**src/rtl/arbitro_memoria_if.sv**
```systemverilog
`default_nettype none
// ==========================================================================
// arbitro_memoria_if : requester handshakes and memory bus of the arbiter
// Rev 1.0
// ==========================================================================
interface arbitro_memoria_if #(
  parameter int unsigned DW = 8,
  parameter int unsigned AW = 8
);
  logic          req0;
  logic          we0;
  logic [AW-1:0] dir0;
  logic [DW-1:0] din0;
  logic          ack0;

  logic          req1;
  logic          we1;
  logic [AW-1:0] dir1;
  logic [DW-1:0] din1;
  logic          ack1;

  logic          err;
  logic [DW-1:0] dato_rd;
  logic          busy;

  logic [AW-1:0] mem_dir;
  logic [DW-1:0] mem_din;
  logic          mem_en;
  logic          mem_we;
  logic [DW-1:0] mem_dato;

  // Arbiter side
  modport slave (
    input  req0, we0, dir0, din0,
    input  req1, we1, dir1, din1,
    input  mem_dato,
    output ack0, ack1, err, dato_rd, busy,
    output mem_dir, mem_din, mem_en, mem_we
  );

  // Requesters plus memory side
  modport master (
    output req0, we0, dir0, din0,
    output req1, we1, dir1, din1,
    output mem_dato,
    input  ack0, ack1, err, dato_rd, busy,
    input  mem_dir, mem_din, mem_en, mem_we
  );
endinterface
`default_nettype wire

```
**src/rtl/arbitro_memoria.sv**
```systemverilog
`default_nettype none
// ==========================================================================
// arbitro_memoria : round-robin sequencer sharing one single-port memory
// between two requesters.  Rev 1.0
// ==========================================================================
module arbitro_memoria #(
  parameter int unsigned DW    = 8,
  parameter int unsigned AW    = 8,
  parameter int unsigned DEPTH = 11
) (
  input  logic             clk,
  input  logic             rst_n,
  arbitro_memoria_if.slave bus
);

  typedef enum logic [1:0] {
    IDLE    = 2'd0,
    ACCESS  = 2'd1,
    CAPTURE = 2'd2,
    DONE    = 2'd3
  } state_t;

  // One extra bit so a DEPTH equal to 2**AW still compares correctly
  localparam logic [AW:0] DEPTH_LIM = DEPTH[AW:0];

  state_t        state, state_nx;
  logic          prio, prio_nx;
  logic          owner, owner_nx;
  logic          cmd_we, we_nx;
  logic          cmd_oor, oor_nx;
  logic          ack0_q, ack0_nx;
  logic          ack1_q, ack1_nx;
  logic          err_q, err_nx;
  logic [DW-1:0] dato_q, dato_nx;
  logic          busy_q, busy_nx;
  logic [AW-1:0] mdir_q, mdir_nx;
  logic [DW-1:0] mdin_q, mdin_nx;
  logic          men_q, men_nx;
  logic          mwe_q, mwe_nx;

  logic          any_req;
  logic          grant_id;
  logic          sel_we;
  logic [AW-1:0] sel_dir;
  logic [DW-1:0] sel_din;
  logic          sel_oor;

  assign any_req  = bus.req0 | bus.req1;
  assign grant_id = (bus.req0 & bus.req1) ? prio : bus.req1;
  assign sel_we   = grant_id ? bus.we1  : bus.we0;
  assign sel_dir  = grant_id ? bus.dir1 : bus.dir0;
  assign sel_din  = grant_id ? bus.din1 : bus.din0;
  assign sel_oor  = ({1'b0, sel_dir} >= DEPTH_LIM);

  always_ff @(posedge clk or negedge rst_n) begin
    if (!rst_n) begin
      state   <= IDLE;
      prio    <= 1'b0;
      owner   <= 1'b0;
      cmd_we  <= 1'b0;
      cmd_oor <= 1'b0;
      ack0_q  <= 1'b0;
      ack1_q  <= 1'b0;
      err_q   <= 1'b0;
      dato_q  <= '0;
      busy_q  <= 1'b0;
      mdir_q  <= '0;
      mdin_q  <= '0;
      men_q   <= 1'b0;
      mwe_q   <= 1'b0;
    end else begin
      state   <= state_nx;
      prio    <= prio_nx;
      owner   <= owner_nx;
      cmd_we  <= we_nx;
      cmd_oor <= oor_nx;
      ack0_q  <= ack0_nx;
      ack1_q  <= ack1_nx;
      err_q   <= err_nx;
      dato_q  <= dato_nx;
      busy_q  <= busy_nx;
      mdir_q  <= mdir_nx;
      mdin_q  <= mdin_nx;
      men_q   <= men_nx;
      mwe_q   <= mwe_nx;
    end
  end

  always_comb begin
    state_nx = state;
    prio_nx  = prio;
    owner_nx = owner;
    we_nx    = cmd_we;
    oor_nx   = cmd_oor;
    ack0_nx  = 1'b0;
    ack1_nx  = 1'b0;
    err_nx   = 1'b0;
    dato_nx  = dato_q;
    busy_nx  = busy_q;
    mdir_nx  = mdir_q;
    mdin_nx  = mdin_q;
    men_nx   = 1'b0;
    mwe_nx   = 1'b0;
    case (state)
      IDLE: begin
        if (any_req) begin
          owner_nx = grant_id;
          prio_nx  = ~grant_id;
          we_nx    = sel_we;
          oor_nx   = sel_oor;
          busy_nx  = 1'b1;
          state_nx = ACCESS;
          // Out-of-range commands never touch the memory bus
          if (!sel_oor) begin
            men_nx  = 1'b1;
            mwe_nx  = sel_we;
            mdir_nx = sel_dir;
            mdin_nx = sel_din;
          end
        end
      end
      ACCESS: state_nx = CAPTURE;
      CAPTURE: begin
        if (!cmd_we && !cmd_oor) begin
          dato_nx = bus.mem_dato;
        end
        ack0_nx  = ~owner;
        ack1_nx  = owner;
        err_nx   = cmd_oor;
        state_nx = DONE;
      end
      DONE: begin
        busy_nx  = 1'b0;
        state_nx = IDLE;
      end
      default: state_nx = IDLE;
    endcase
  end

  assign bus.ack0    = ack0_q;
  assign bus.ack1    = ack1_q;
  assign bus.err     = err_q;
  assign bus.dato_rd = dato_q;
  assign bus.busy    = busy_q;
  assign bus.mem_dir = mdir_q;
  assign bus.mem_din = mdin_q;
  assign bus.mem_en  = men_q;
  assign bus.mem_we  = mwe_q;

endmodule
`default_nettype wire

```
**src/flat_wrapper.sv**
```systemverilog
// flat-port wrapper written by rule: the top's interface ports become plain ports
module arbitro_memoria_flat 
#(
  parameter int unsigned DW    = 8,
  parameter int unsigned AW    = 8,
  parameter int unsigned DEPTH = 11
)
  (clk, rst_n, bus_req0, bus_we0, bus_dir0, bus_din0, bus_req1, bus_we1, bus_dir1, bus_din1, bus_mem_dato, bus_ack0, bus_ack1, bus_err, bus_dato_rd, bus_busy, bus_mem_dir, bus_mem_din, bus_mem_en, bus_mem_we);
  arbitro_memoria_if #(.DW(DW), .AW(AW)) bus_i ();
  input  logic clk;
  input  logic rst_n;
  input wire logic [$bits(bus_i.req0)-1:0] bus_req0;
  input wire logic [$bits(bus_i.we0)-1:0] bus_we0;
  input wire logic [$bits(bus_i.dir0)-1:0] bus_dir0;
  input wire logic [$bits(bus_i.din0)-1:0] bus_din0;
  input wire logic [$bits(bus_i.req1)-1:0] bus_req1;
  input wire logic [$bits(bus_i.we1)-1:0] bus_we1;
  input wire logic [$bits(bus_i.dir1)-1:0] bus_dir1;
  input wire logic [$bits(bus_i.din1)-1:0] bus_din1;
  input wire logic [$bits(bus_i.mem_dato)-1:0] bus_mem_dato;
  output wire logic [$bits(bus_i.ack0)-1:0] bus_ack0;
  output wire logic [$bits(bus_i.ack1)-1:0] bus_ack1;
  output wire logic [$bits(bus_i.err)-1:0] bus_err;
  output wire logic [$bits(bus_i.dato_rd)-1:0] bus_dato_rd;
  output wire logic [$bits(bus_i.busy)-1:0] bus_busy;
  output wire logic [$bits(bus_i.mem_dir)-1:0] bus_mem_dir;
  output wire logic [$bits(bus_i.mem_din)-1:0] bus_mem_din;
  output wire logic [$bits(bus_i.mem_en)-1:0] bus_mem_en;
  output wire logic [$bits(bus_i.mem_we)-1:0] bus_mem_we;
  assign bus_i.req0 = bus_req0;
  assign bus_i.we0 = bus_we0;
  assign bus_i.dir0 = bus_dir0;
  assign bus_i.din0 = bus_din0;
  assign bus_i.req1 = bus_req1;
  assign bus_i.we1 = bus_we1;
  assign bus_i.dir1 = bus_dir1;
  assign bus_i.din1 = bus_din1;
  assign bus_i.mem_dato = bus_mem_dato;
  assign bus_ack0 = bus_i.ack0;
  assign bus_ack1 = bus_i.ack1;
  assign bus_err = bus_i.err;
  assign bus_dato_rd = bus_i.dato_rd;
  assign bus_busy = bus_i.busy;
  assign bus_mem_dir = bus_i.mem_dir;
  assign bus_mem_din = bus_i.mem_din;
  assign bus_mem_en = bus_i.mem_en;
  assign bus_mem_we = bus_i.mem_we;
  arbitro_memoria #(.DW(DW), .AW(AW), .DEPTH(DEPTH)) u_core (.clk(clk), .rst_n(rst_n), .bus(bus_i));
endmodule
```
**config.mk**
```make
export PLATFORM = sky130hd
export DESIGN_NAME = arbitro_memoria_flat
export DESIGN_NICKNAME = d
export VERILOG_FILES = /design/src/rtl/arbitro_memoria_if.sv /design/src/rtl/arbitro_memoria.sv /design/src/flat_wrapper.sv
export SDC_FILE = /design/constraint.sdc
export NUM_CORES = 1
export LEC_CHECK = 0
export BUFFER_PORTS_ARGS = -buffer_cell sky130_fd_sc_hd__clkbuf_2
export CAP_MARGIN = 20
export CORE_ASPECT_RATIO = 1.2
export CORE_MARGIN = 2
export CORE_UTILIZATION = 45
export DETAILED_ROUTE_END_ITERATION = 16
export GPL_TIMING_DRIVEN = 0
export PLACE_DENSITY = 0.83
export SLEW_MARGIN = 10
export SYNTH_ARGS = -nofsm -noshare
export SYNTH_HDL_FRONTEND = slang
export SYNTH_SLANG_ARGS = --single-unit
```
**constraint.sdc**
```tcl
create_clock -name clk -period 5.05 [get_ports clk]
set_input_delay 0.2525 -clock clk [delete_from_list [all_inputs] [get_ports clk]]
set_output_delay 0.2525 -clock clk [all_outputs]
set_load 0.005 [all_outputs]
```
Yosys cells after proc, flatten, opt, wreduce, memory -nomap -nowiden
Cells that the tools add are included.
W data, S select, Z words.
Word-level totals
  register bits: 36
  bits in latches: 0
  memory bits (writable): 0
  bits in read-only memories: 0
  input bits: 46
  memories kept: 0
Cells by class
  add/subtract/negate cells: 0
  $mul: 0
  div/mod/pow operators: 0
  magnitude comparators: 1
  equality and inequality tests: 4
  shift-type cells: 0
  multiplexer cells: 17
  bitwise gates (word level): 5
  reductions and logical operators: 9
Operators with widths (number)
  $mux W8: 2
  $mux W1: 12
  $ge A8 B4 Y1 const B: 1
  $pmux W2 S4: 1
  $reduce_and A2 Y1: 3
  $eq A2 B2 Y1 const B: 2
  $not A1 Y1: 3
  $reduce_and A3 Y1: 1
  $eq A2 B1 Y1 const B: 1
  $logic_not A1 Y1: 2
  $logic_not A2 Y1: 1
  $mux W2: 1
  $ne A2 B1 Y1 const B: 1
  $pmux W1 S2: 1
  $reduce_bool A2 Y1: 1
  $and A1 B1 Y1: 1
  $logic_and A1 B1 Y1: 1
  $or A1 B1 Y1: 1

Logic depth before layout (Yosys ltp)
Gate-level depths: netlist of the first run.
  word-level depth: 7
  depth in mapped cells: 6
  gate-level depth less buffers: 5

Worst setup path after synthesis of the first run
No wires, ideal clock.
  path kind: reg-to-reg
  start point: reg u_core.state[0]
  end point: reg u_core.mdin_q[1] (netlist: u_core.bus.mem_din[1])
  setup time: 0.125 ns
  arrival time: 1.595 ns
  required time: 4.925 ns
  slack: 3.330 ns
  cell stages (with the launch flop): 7
  buffers on the path: 1
  period minus slack after synthesis: 1.720 ns
  cells stage by stage: dfrtp_1 inv_1 ha_1 o21ai_1 a21oi_4 buf_8 mux2_4
Between the ends
  longest elaborated chain between the ends: 2
Ends and longest elaborated chain
  start: declaration: line arbitro_memoria.sv:26  | state_t state, state_nx;
  start signal: assignment: line arbitro_memoria.sv:72  | state <= state_nx;
  $logic_not A2 Y1: line arbitro_memoria.sv:104  | case (state)
  $reduce_and A3 Y1 (no line)
  end signal: assignment: line arbitro_memoria.sv:83  | mdin_q <= mdin_nx;
  end: declaration: line arbitro_memoria.sv:37  | logic [DW-1:0] mdin_q, mdin_nx;
Every way passes these cells.
A chain may end at the register's enable or synchronous reset.

Final worst setup path of the first run
  start point: reg u_core.state[0]
  end point: reg u_core.mdin_q[2] (netlist: u_core.bus.mem_din[2])
Same word-level chain as after synthesis.

==> flow_metrics.py, run 1 <==
metrics = {
    "placement": {
        "gp_congestion": 0.6841,
        "place_area_sq_um": 2012,
        "port_buffers": 75,
        "placedCellCount": 228,
        "dp_hpwl_um": 2332,
    },
    "worst_setup_path": {
        "required_ns": 5.22,
        "critical-path-top-delay-family": "compound AO/OA/AOI/OAI gates",
        "crit_arrival_ns": 2.11,
        "critPathKind": "reg -> reg",
        "worstPathMaxFanout": 10,
        "max_stage_delay_ns": 0.40,
        "critPathLaunchType": "flip-flop",
        "cpMaxStageDelayCell": "a21oi_4",
        "cp_cell_sequence": "inv_1 -> ha_1 -> o21ai_1 -> a21oi_4 -> buf_8 -> mux2_4",
        "end_kind": "flip-flop",
        "crit_buf_inv": 2,
    },
    "layout": {
        "synthToLayoutAreaGrowth_pct": 33.28,
        "regArea_sq_um": 900.9,
        "fillers": 278,
        "antenna_cells": 0,
        "fin_cells": 236,
        "multi_input_area_sq_um": 643.1,
        "post-route-util": 0.6295,
        "fin_area_sq_um": 2120,
        "drive_gt1_frac": 0.6030,
        "final_nets": 247,
    },
    "routing": {
        "drt_iter0_drc": 11,
        "detail_route.wl_per_cell_um": 12.80,
        "antenna_left": 0,
        "totalWireLength_um": 3020,
        "vias": 1146,
        "vias_per_cell": 4.856,
        "drc": 0,
        "dr.pass1.iters": 4,
    },
    "yosys": {
        "postSynthAreaPerCell_sq_um": 13.71,
        "synth.distinct_cells": 24,
        "syn-num-nets": 165,
        "synth_sequential_area_ratio": 0.5665,
        "yosys_warnings": 0,
        "synth.top_cell.area_share": 0.5665,
        "synth_top_area_cell": "dfrtp_1",
        "ys_seq_elements": 36,
        "syn_area_sq_um": 1590,
        "synth_area_leaders": "dfrtp_1, mux2_2, mux2_4",
        "synthCells": 116,
    },
    "grt": {
        "grt_first_pass_wirelength_um": 5037,
        "grtUsageTotal": 0.1673,
        "grt_max_degree": 37,
        "grt_antenna_before_repair": 0,
        "first_global_vias": 1154,
        "grt-ovfl-total": 0,
    },
    "sta": {
        "tns_ns": 0,
        "worst_pin_slew_ns": 0.8784,
        "period_share": 0.3834,
        "fmax_ghz": 0.5164,
        "rsz0062_at_grt": "false",
        "fin_crit_ns": 1.936,
        "slew_headroom": 0.4144,
        "clock-skew-final_ns": 0.003882,
        "slew_viol_final": 0,
        "hold_viol_final": 0,
        "setup_violations": 0,
    },
    "cts": {
        "cts_resized": 0,
        "htree_levels": 2,
        "ctsRootBufferMaster": "clkbuf_8",
        "cts_tree": "done",
        "clock_latency_ns": 0.28,
        "clk_path_buf_depth": 2,
        "clk_pin_slew_ns": 0.07,
        "cts.sinks": 36,
        "cts.hold.buffers_added": 0,
        "post_cts_buffers": 0,
        "cts_buffers": 5,
    },
    "floorplan": {
        "die_h_um": 69.12,
        "row_count": 23,
        "die_w_um": 58.27,
        "ios": 76,
        "initial_core_util": 0.4723,
        "core-area_sq_um": 3367,
        "dieArea_sq_um": 4027,
    },
    "run": {
        "maxCapViolCount": 0,
    },
    "pwr": {
        "pwr-share-seq": 0.447,
        "power_frac_comb": 0.304,
        "p_per_area_nw_per_um2": 465.4,
        "internal_power_mw": 0.7085,
        "power.switching_mw": 0.2779,
        "leakagePower_nw": 1.151,
        "pwr-share-clk": 0.249,
        "p_sw_frac": 0.2817,
        "ir_drop_mv": 0.3139,
    },
    "hold_path": {
        "hold_path_class": "in -> async",
    },
    "status": {
        "outcome": "finished, final reports clean",
    },
}
placed cells by master, fill, tap and decap left out:
cell | Yosys | routed
nor4_1 | 1 | 1
inv_1 | 7 | 7
mux2_4 | 3 | 3
a31oi_1 | 1 | 1
o2111ai_1 | 1 | 1
nor2b_1 | 7 | 7
buf_8 | 1 | 1
nor2_1 | 2 | 2
a21o_1 | 1 | 1
nand2b_1 | 1 | 1
nand2_1 | 5 | 5
a21oi_4 | 1 | 1
o221ai_2 | 1 | 1
a21oi_1 | 3 | 3
mux2i_1 | 1 | 1
bufinv_16 | 0 | 1
o21ai_1 | 1 | 1
clkbuf_1 | 0 | 1
buf_2 | 1 | 1
clkbuf_2 | 0 | 75
and2_1 | 2 | 2
o21ai_0 | 6 | 6
nor3b_2 | 1 | 1
clkbuf_8 | 0 | 5
clkinv_2 | 0 | 1
dfrtp_1 | 36 | 36
mux2_2 | 29 | 29
nor4_2 | 1 | 1
ha_1 | 3 | 3
through the flow:
step / hold slack [ns] / setup slack, ns / power, mW
2_1_floorplan: -0.04309 / 3.330 / 0.6148
3_3_place_gp: 0.4032 / 3.123 / 0.7391
3_5_place_dp: 0.4090 / 3.106 / 0.7525
4_1_cts: 0.09468 / 3.092 / 1.004
5_1_grt: 0.1383 / 2.949 / 1.056
6_report: 0.07204 / 3.114 / 0.9865
state kept, by name, summed over array words and instances (netlist names), 2 cells and up:
register,count
u_core.bus.mem_dir,8
u_core.state,2
u_core.bus.mem_din,8
u_core.bus.dato_rd,8
worst reg2reg max path, cell delays in order, from the launching register on:
cell     delay, ns
dfrtp_1       0.38
inv_1         0.10
ha_1          0.21
o21ai_1       0.24
a21oi_4       0.40
buf_8         0.19
mux2_4        0.31
logic make-up after synthesis:
group / count (synthesis) / share of synthesized area
flops: 36 / 0.5665
mux: 33 / 0.2400
simple gates: 20 / 0.07553
compound gates: 15 / 0.06530
buf+inv: 9 / 0.02911
fa+ha+maj: 3 / 0.02361
synth_stat cells:
cell / count
ha_1: 3
nor4_2: 1
a21oi_4: 1
nor3b_2: 1
nor2b_1: 7
a21o_1: 1
nand2b_1: 1
a21oi_1: 3
nor2_1: 2
nand2_1: 5
a31oi_1: 1
buf_2: 1
mux2i_1: 1
o2111ai_1: 1
mux2_4: 3
o21ai_1: 1
buf_8: 1
inv_1: 7
o221ai_2: 1
mux2_2: 29
nor4_1: 1
dfrtp_1: 36
and2_1: 2
o21ai_0: 6
routing by layer:
layer | track usage | routed length [um]
met1 | 0.1854 | 1217
met2 | 0.2859 | 1600
met3 | 0.04315 | 148
met4 | 0.08527 | 53
met5 | 0 | 0
cell type report:
cell class | count | share of cell area
Sequential cell | 36 | 0.4250
Multi-Input combinational cell | 71 | 0.3034
Timing Repair Buffer | 75 | 0.1771
Clock buffer | 6 | 0.03424
Tap cell | 37 | 0.02184
Clock inverter | 2 | 0.01653
Inverter | 7 | 0.01240
Buffer | 2 | 0.009445
power groups by stage:
stage	Clock [mW]	Sequential, mW	Combinational (mW)
6_report	0.246	0.441	0.300
5_1_grt	0.263	0.455	0.338
4_1_cts	0.254	0.442	0.308
3_5_place_dp	0	0.446	0.306
3_3_place_gp	0	0.441	0.298
2_1_floorplan	0	0.447	0.167
final timing paths:
kind                                        startpoint  slack, ns                           endpoint  depth (start not counted)
max                        u_core.state[0]$_DFFE_PN0P_       3.11  u_core.bus.mem_din[2]$_DFFE_PN0P_                          6
min                                              rst_n       0.07  u_core.bus.mem_dir[4]$_DFFE_PN0P_                          1
max reg2reg                u_core.state[0]$_DFFE_PN0P_       3.11  u_core.bus.mem_din[2]$_DFFE_PN0P_                          6
min reg2reg                   u_core.owner$_DFFE_PN0P_       0.46          u_core.bus.ack0$_DFF_PN0_                          1
max in group asynchronous                        rst_n       4.43            u_core.prio$_DFFE_PN0P_                          1
min in group clk                       bus_mem_dato[0]       0.19  u_core.bus.dato_rd[0]$_DFFE_PN0P_                          2
No activity file was read; power rests on OpenSTA's default activity.
==> run 2, diff against run 1 <==
--- a/config.mk
+++ b/config.mk
@@ -9,10 +9,10 @@
 export CAP_MARGIN = 20
 export CORE_ASPECT_RATIO = 1.2
 export CORE_MARGIN = 2
-export CORE_UTILIZATION = 45
+export CORE_UTILIZATION = 41
 export DETAILED_ROUTE_END_ITERATION = 16
 export GPL_TIMING_DRIVEN = 0
-export PLACE_DENSITY = 0.83
+export PLACE_DENSITY = 0.8
 export SLEW_MARGIN = 10
 export SYNTH_ARGS = -nofsm -noshare
 export SYNTH_HDL_FRONTEND = slang
==> constraint.sdc (replaced) <==
create_clock -name clk -period 1.7 [get_ports clk]
set_input_delay 0.085 -clock clk [delete_from_list [all_inputs] [get_ports clk]]
set_output_delay 0.085 -clock clk [all_outputs]
set_load 0.005 [all_outputs]
==> flow_metrics.py, run 2 (same netlist as run 1, synthesis figures left out) <==
metrics = {
    "pwr": {
        "p_per_area_nw_per_um2": 1368,
        "power.total_mw": 3.070,
        "leakagePower_nw": 1.193,
        "ir_drop_mv": 0.6345,
    },
    "hold_path": {
        "min_path_cells": 2,
        "hold_path_class": "in -> reg",
        "hp-start": "bus_mem_dato[4]",
        "min_to": "u_core.bus.dato_rd[4]$_DFFE_PN0P_",
    },
    "layout": {
        "fin_cells": 257,
        "drive_gt1_frac": 0.6341,
        "fillers": 321,
        "post-route-util": 0.6127,
        "multi_input_area_sq_um": 675.6,
        "synthToLayoutAreaGrowth_pct": 41.15,
        "layout_common_cells": "clkbuf_2, dfrtp_1, mux2_2, nor2b_1",
        "layout_commonest_cell": "clkbuf_2",
        "regArea_sq_um": 900.9,
        "antenna_cells": 0,
        "final_nets": 253,
    },
    "worst_setup_path": {
        "regToRegStartpoint": "u_core.prio$_DFFE_PN0P_",
        "rrSetupSlack_ns": 0.07,
        "crit_arrival_ns": 1.80,
        "required_ns": 1.88,
        "critPathKind": "reg -> reg",
        "r2r-end": "u_core.bus.mem_dir[2]$_DFFE_PN0P_",
        "worstPathMaxFanout": 10,
        "end_kind": "flip-flop",
        "r2r_cells": 5,
        "critPathLaunchType": "flip-flop",
    },
    "sta": {
        "clock-skew-final_ns": 0.007369,
        "worst_pin_slew_ns": 0.8762,
        "slew_viol_final": 0,
        "fmax_ghz": 0.6145,
        "slew_headroom": 0.4159,
        "hold_viol_final": 0,
        "hold_ws_ns": 0.02969,
        "setup_violations": 0,
        "tns_ns": 0,
        "period_share": 0.9573,
        "fin_crit_ns": 1.627,
    },
    "floorplan": {
        "die_w_um": 60.86,
        "die_h_um": 72.23,
        "ios": 76,
        "initial_core_util": 0.4341,
        "row_count": 24,
        "dieArea_sq_um": 4395,
        "core-area_sq_um": 3664,
    },
    "placement": {
        "placedCellCount": 243,
        "port_buffers": 75,
        "dp_hpwl_um": 2497,
        "gp_congestion": 0.7445,
    },
    "routing": {
        "drc": 0,
        "detail_route.wl_per_cell_um": 13.39,
        "vias_per_cell": 4.673,
        "antenna_left": 0,
        "totalWireLength_um": 3442,
        "drt_iter0_drc": 21,
        "vias": 1201,
        "dr.pass1.iters": 3,
    },
    "grt": {
        "grtUsageMet2": 0.3023,
        "grtUsageTotal": 0.1710,
        "grt_max_degree": 37,
        "first_global_vias": 1272,
        "grtUsageMet1": 0.1756,
        "grt_antenna_before_repair": 0,
        "grt_busiest_layer": "met2",
        "met3_usage": 0.04813,
        "grt-ovfl-total": 0,
        "grt_first_pass_wirelength_um": 5423,
    },
    "cts": {
        "ctsRootBufferMaster": "clkbuf_8",
        "cts_buffers": 5,
        "cts.sinks": 36,
        "clk_path_buf_depth": 2,
        "htree_levels": 2,
        "cts_tree": "done",
        "clk_pin_slew_ns": 0.08,
        "clock_latency_ns": 0.29,
    },
    "run": {
        "maxCapViolCount": 0,
    },
    "status": {
        "outcome": "finished, final reports clean",
    },
}
-- run 2: changes by cell type in the layout (fill, tap and decap cells not counted), sizes merged --
| cell | delta |
|---|---|
| clkbuf | -1 |
| clkinvlp | +1 |
| buf | +5 |
| dlygate4sd3 | +1 |
-- run 2: what timing repair did --
item	4_1_cts	5_1_grt
resized for setup	5	4
setup endpoints to repair	20	20
endpoints found under the hold margin	36	0
buffers inserted	4	1
hold buffers	1	0
-- run 2: critical path, stage by stage (launching register included) --
cell	delay, ns
dfrtp_1	0.40
nand2b_1	0.18
nand2_2	0.16
buf_6	0.18
mux2_2	0.33
mux2_2	0.27
-- run 2: how the worst max path moves through the flow --
stage	depth (start not counted)	slack (ns)	startpoint	to
5_1_grt	6	-0.006	u_core.state[1]$_DFFE_PN0P_	u_core.bus.mem_dir[1]$_DFFE_PN0P_
3_5_place_dp	6	-0.15	u_core.state[0]$_DFFE_PN0P_	u_core.bus.mem_din[3]$_DFFE_PN0P_
6_report	5	0.07	u_core.prio$_DFFE_PN0P_	u_core.bus.mem_dir[2]$_DFFE_PN0P_
3_3_place_gp	6	-0.1	u_core.state[0]$_DFFE_PN0P_	u_core.bus.mem_din[2]$_DFFE_PN0P_
2_1_floorplan	6	0.07	u_core.state[0]$_DFFE_PN0P_	u_core.bus.mem_din[1]$_DFFE_PN0P_
4_1_cts	6	0.005	u_core.state[0]$_DFFE_PN0P_	u_core.bus.mem_din[6]$_DFFE_PN0P_
-- run 2: power breakdown --
group	internal (mW)	total, mW	switching, mW
Sequential	1.15	1.31	0.157
Clock	0.434	0.747	0.313
Combinational	0.574	1.01	0.439
Total	2.16	3.07	0.909
-- run 2: final cells by class --
class                           instances  area share
Multi-Input combinational cell         71      0.3010
Tap cell                               52     0.02899
Inverter                                7     0.01171
Sequential cell                        36      0.4013
Timing Repair Buffer                   81      0.1957
Buffer                                  2     0.01171
Clock buffer                            5     0.03066
Clock inverter                          3     0.01895
-- run 2: through the flow --
step                setup WS, ns  instance area, sq um
floorplan                0.06633                  1594
detailed placement       -0.1534                  2034
global route           -0.005576                  2245
global placement        -0.09845                  2034
finish                   0.07267                  2245
CTS                     0.004795                  2203
-- run 2: layer usage --
metal / up-vias / part of all wire / wire (um)
met4: 0 / 0.025 / 87
met1: 579 / 0.39 / 1353
li1: 578 / - / -
met3: 7 / 0.038 / 130
met5: - / 0 / 0
met2: 37 / 0.54 / 1871
==> run 3, diff against run 2 <==
--- a/config.mk
+++ b/config.mk
@@ -12,6 +12,7 @@
 export CORE_UTILIZATION = 41
 export DETAILED_ROUTE_END_ITERATION = 16
 export GPL_TIMING_DRIVEN = 0
+export MAX_ROUTING_LAYER = met4
 export PLACE_DENSITY = 0.8
 export SLEW_MARGIN = 10
 export SYNTH_ARGS = -nofsm -noshare
==> flow_metrics.py, run 3 (same netlist as run 1, synthesis figures left out) <==
metrics = {
    "status": {
        "outcome": "finished, final reports clean",
    },
    "sta": {
        "fin_ws_ns": 0.07258,
        "hold_viol_final": 0,
        "clock-skew-final_ns": 0.006477,
        "fmax_ghz": 0.6145,
        "hold_ws_ns": 0.03052,
        "worst_pin_slew_ns": 0.8710,
        "period_share": 0.9573,
        "slew_viol_final": 0,
        "fin_crit_ns": 1.627,
        "setup_violations": 0,
        "slew_headroom": 0.4193,
    },
    "placement": {
        "place_area_sq_um": 2034,
        "dp_slack_ns": -0.1534,
        "gp_congestion": 0.7539,
        "port_buffers": 75,
        "dp_hpwl_um": 2497,
    },
    "routing": {
        "dr.pass1.iters": 3,
        "totalWireLength_um": 3438,
        "antenna_left": 0,
        "drt_iter0_drc": 30,
        "vias": 1207,
        "vias_per_cell": 4.696,
        "drc": 0,
        "detail_route.wl_per_cell_um": 13.38,
    },
    "run": {
        "maxCapViolCount": 0,
    },
    "pwr": {
        "ir_drop_mv": 0.6337,
        "leakagePower_nw": 1.193,
        "power.total_mw": 3.068,
        "p_per_area_nw_per_um2": 1367,
    },
    "floorplan": {
        "core-area_sq_um": 3664,
        "ios": 76,
        "die_h_um": 72.23,
        "row_count": 24,
        "initial_core_util": 0.4341,
        "dieArea_sq_um": 4395,
        "die_w_um": 60.86,
    },
    "worst_setup_path": {
        "crit_buf_inv": 1,
        "max_stage_delay_ns": 0.39,
        "cpMaxStageDelayCell": "dfrtp_1",
        "critPathKind": "reg -> reg",
        "critical-path-top-delay-family": "multiplexers",
        "cp_common_cell": "mux2_2",
        "critPathLaunchType": "flip-flop",
        "required_ns": 1.88,
        "cp_cell_sequence": "nand2b_1 -> nand2_2 -> buf_6 -> mux2_2 -> mux2_2",
        "end_kind": "flip-flop",
        "crit_arrival_ns": 1.80,
        "worstPathMaxFanout": 10,
    },
    "layout": {
        "drive_gt1_frac": 0.6341,
        "regArea_sq_um": 900.9,
        "multi_input_area_sq_um": 675.6,
        "post-route-util": 0.6127,
        "antenna_cells": 0,
        "fin_area_sq_um": 2245,
        "synthToLayoutAreaGrowth_pct": 41.15,
        "final_nets": 253,
        "layout_common_cells": "clkbuf_2, dfrtp_1, mux2_2, nor2b_1",
        "fillers": 321,
        "layout_commonest_cell": "clkbuf_2",
    },
    "cts": {
        "ctsRootBufferMaster": "clkbuf_8",
        "cts_tree": "done",
        "clk_pin_slew_ns": 0.08,
        "clk_path_buf_depth": 2,
        "htree_levels": 2,
        "cts.sinks": 36,
        "clock_latency_ns": 0.29,
        "cts_buffers": 5,
    },
    "grt": {
        "grt_max_degree": 37,
        "grt_first_pass_wirelength_um": 5485,
        "grtUsageTotal": 0.1774,
        "grt-ovfl-total": 0,
        "first_global_vias": 1263,
        "grt_antenna_before_repair": 0,
    },
    "hold_path": {
        "hold_path_class": "in -> reg",
    },
}
==> run 3: cell counts in the layout (fill, tap and decap cells not counted) <==
No cell type changed its count.
==> run 3: final timing paths <==
check	from	to	slack, ns	cells after the start
worst max-delay path	u_core.prio$_DFFE_PN0P_	u_core.bus.mem_dir[2]$_DFFE_PN0P_	0.07	5
worst min-delay path	bus_mem_dato[4]	u_core.bus.dato_rd[4]$_DFFE_PN0P_	0.03	2
worst max register to register	u_core.prio$_DFFE_PN0P_	u_core.bus.mem_dir[2]$_DFFE_PN0P_	0.07	5
worst min register to register	u_core.owner$_DFFE_PN0P_	u_core.bus.ack0$_DFF_PN0_	0.44	1
max in group asynchronous	rst_n	u_core.bus.dato_rd[2]$_DFFE_PN0P_	0.71	2
min in group asynchronous	rst_n	u_core.bus.mem_dir[1]$_DFFE_PN0P_	0.44	2
==> run 3: final cells by class <==
class,instances,area share
timing repair buffer,81,0.1957
clock inverter,3,0.01895
buffer,2,0.01171
inverter,7,0.01171
sequential,36,0.4013
clock buffer,5,0.03066
multi-input combinational,71,0.3010
tap,52,0.02899
==> run 3: repair_timing <==
item                                   CTS  global route
setup endpoints to repair               20            20
resized for setup                        5             4
endpoints found under the hold margin   36             0
buffers inserted                         4             1
hold buffers                             1             0
==> run 3: routing by layer <==
metal,vias to the layer above,share of wire,GRT usage
li1,578,-,-
met2,35,0.55,0.3070
met3,5,0.037,0.04991
met1,589,0.39,0.1791
met4,0,0.022,0.08454
met5,-,0,-
==> run 3: through the flow <==
step                      std cells  setup TNS, ns
after floorplan                 116              0
after global placement          243        -0.9389
after detailed placement        243         -1.526
after CTS                       256              0
after global routing            257       -0.01073
final                           257              0
==> run 3: power breakdown <==
part,leakage [nW],total (mW),internal [mW],switching (mW)
Sequential,0.470,1.31,1.15,0.158
Combinational,0.669,1.01,0.574,0.440
Clock,0.0541,0.742,0.434,0.309
Total,1.19,3.07,2.16,0.907
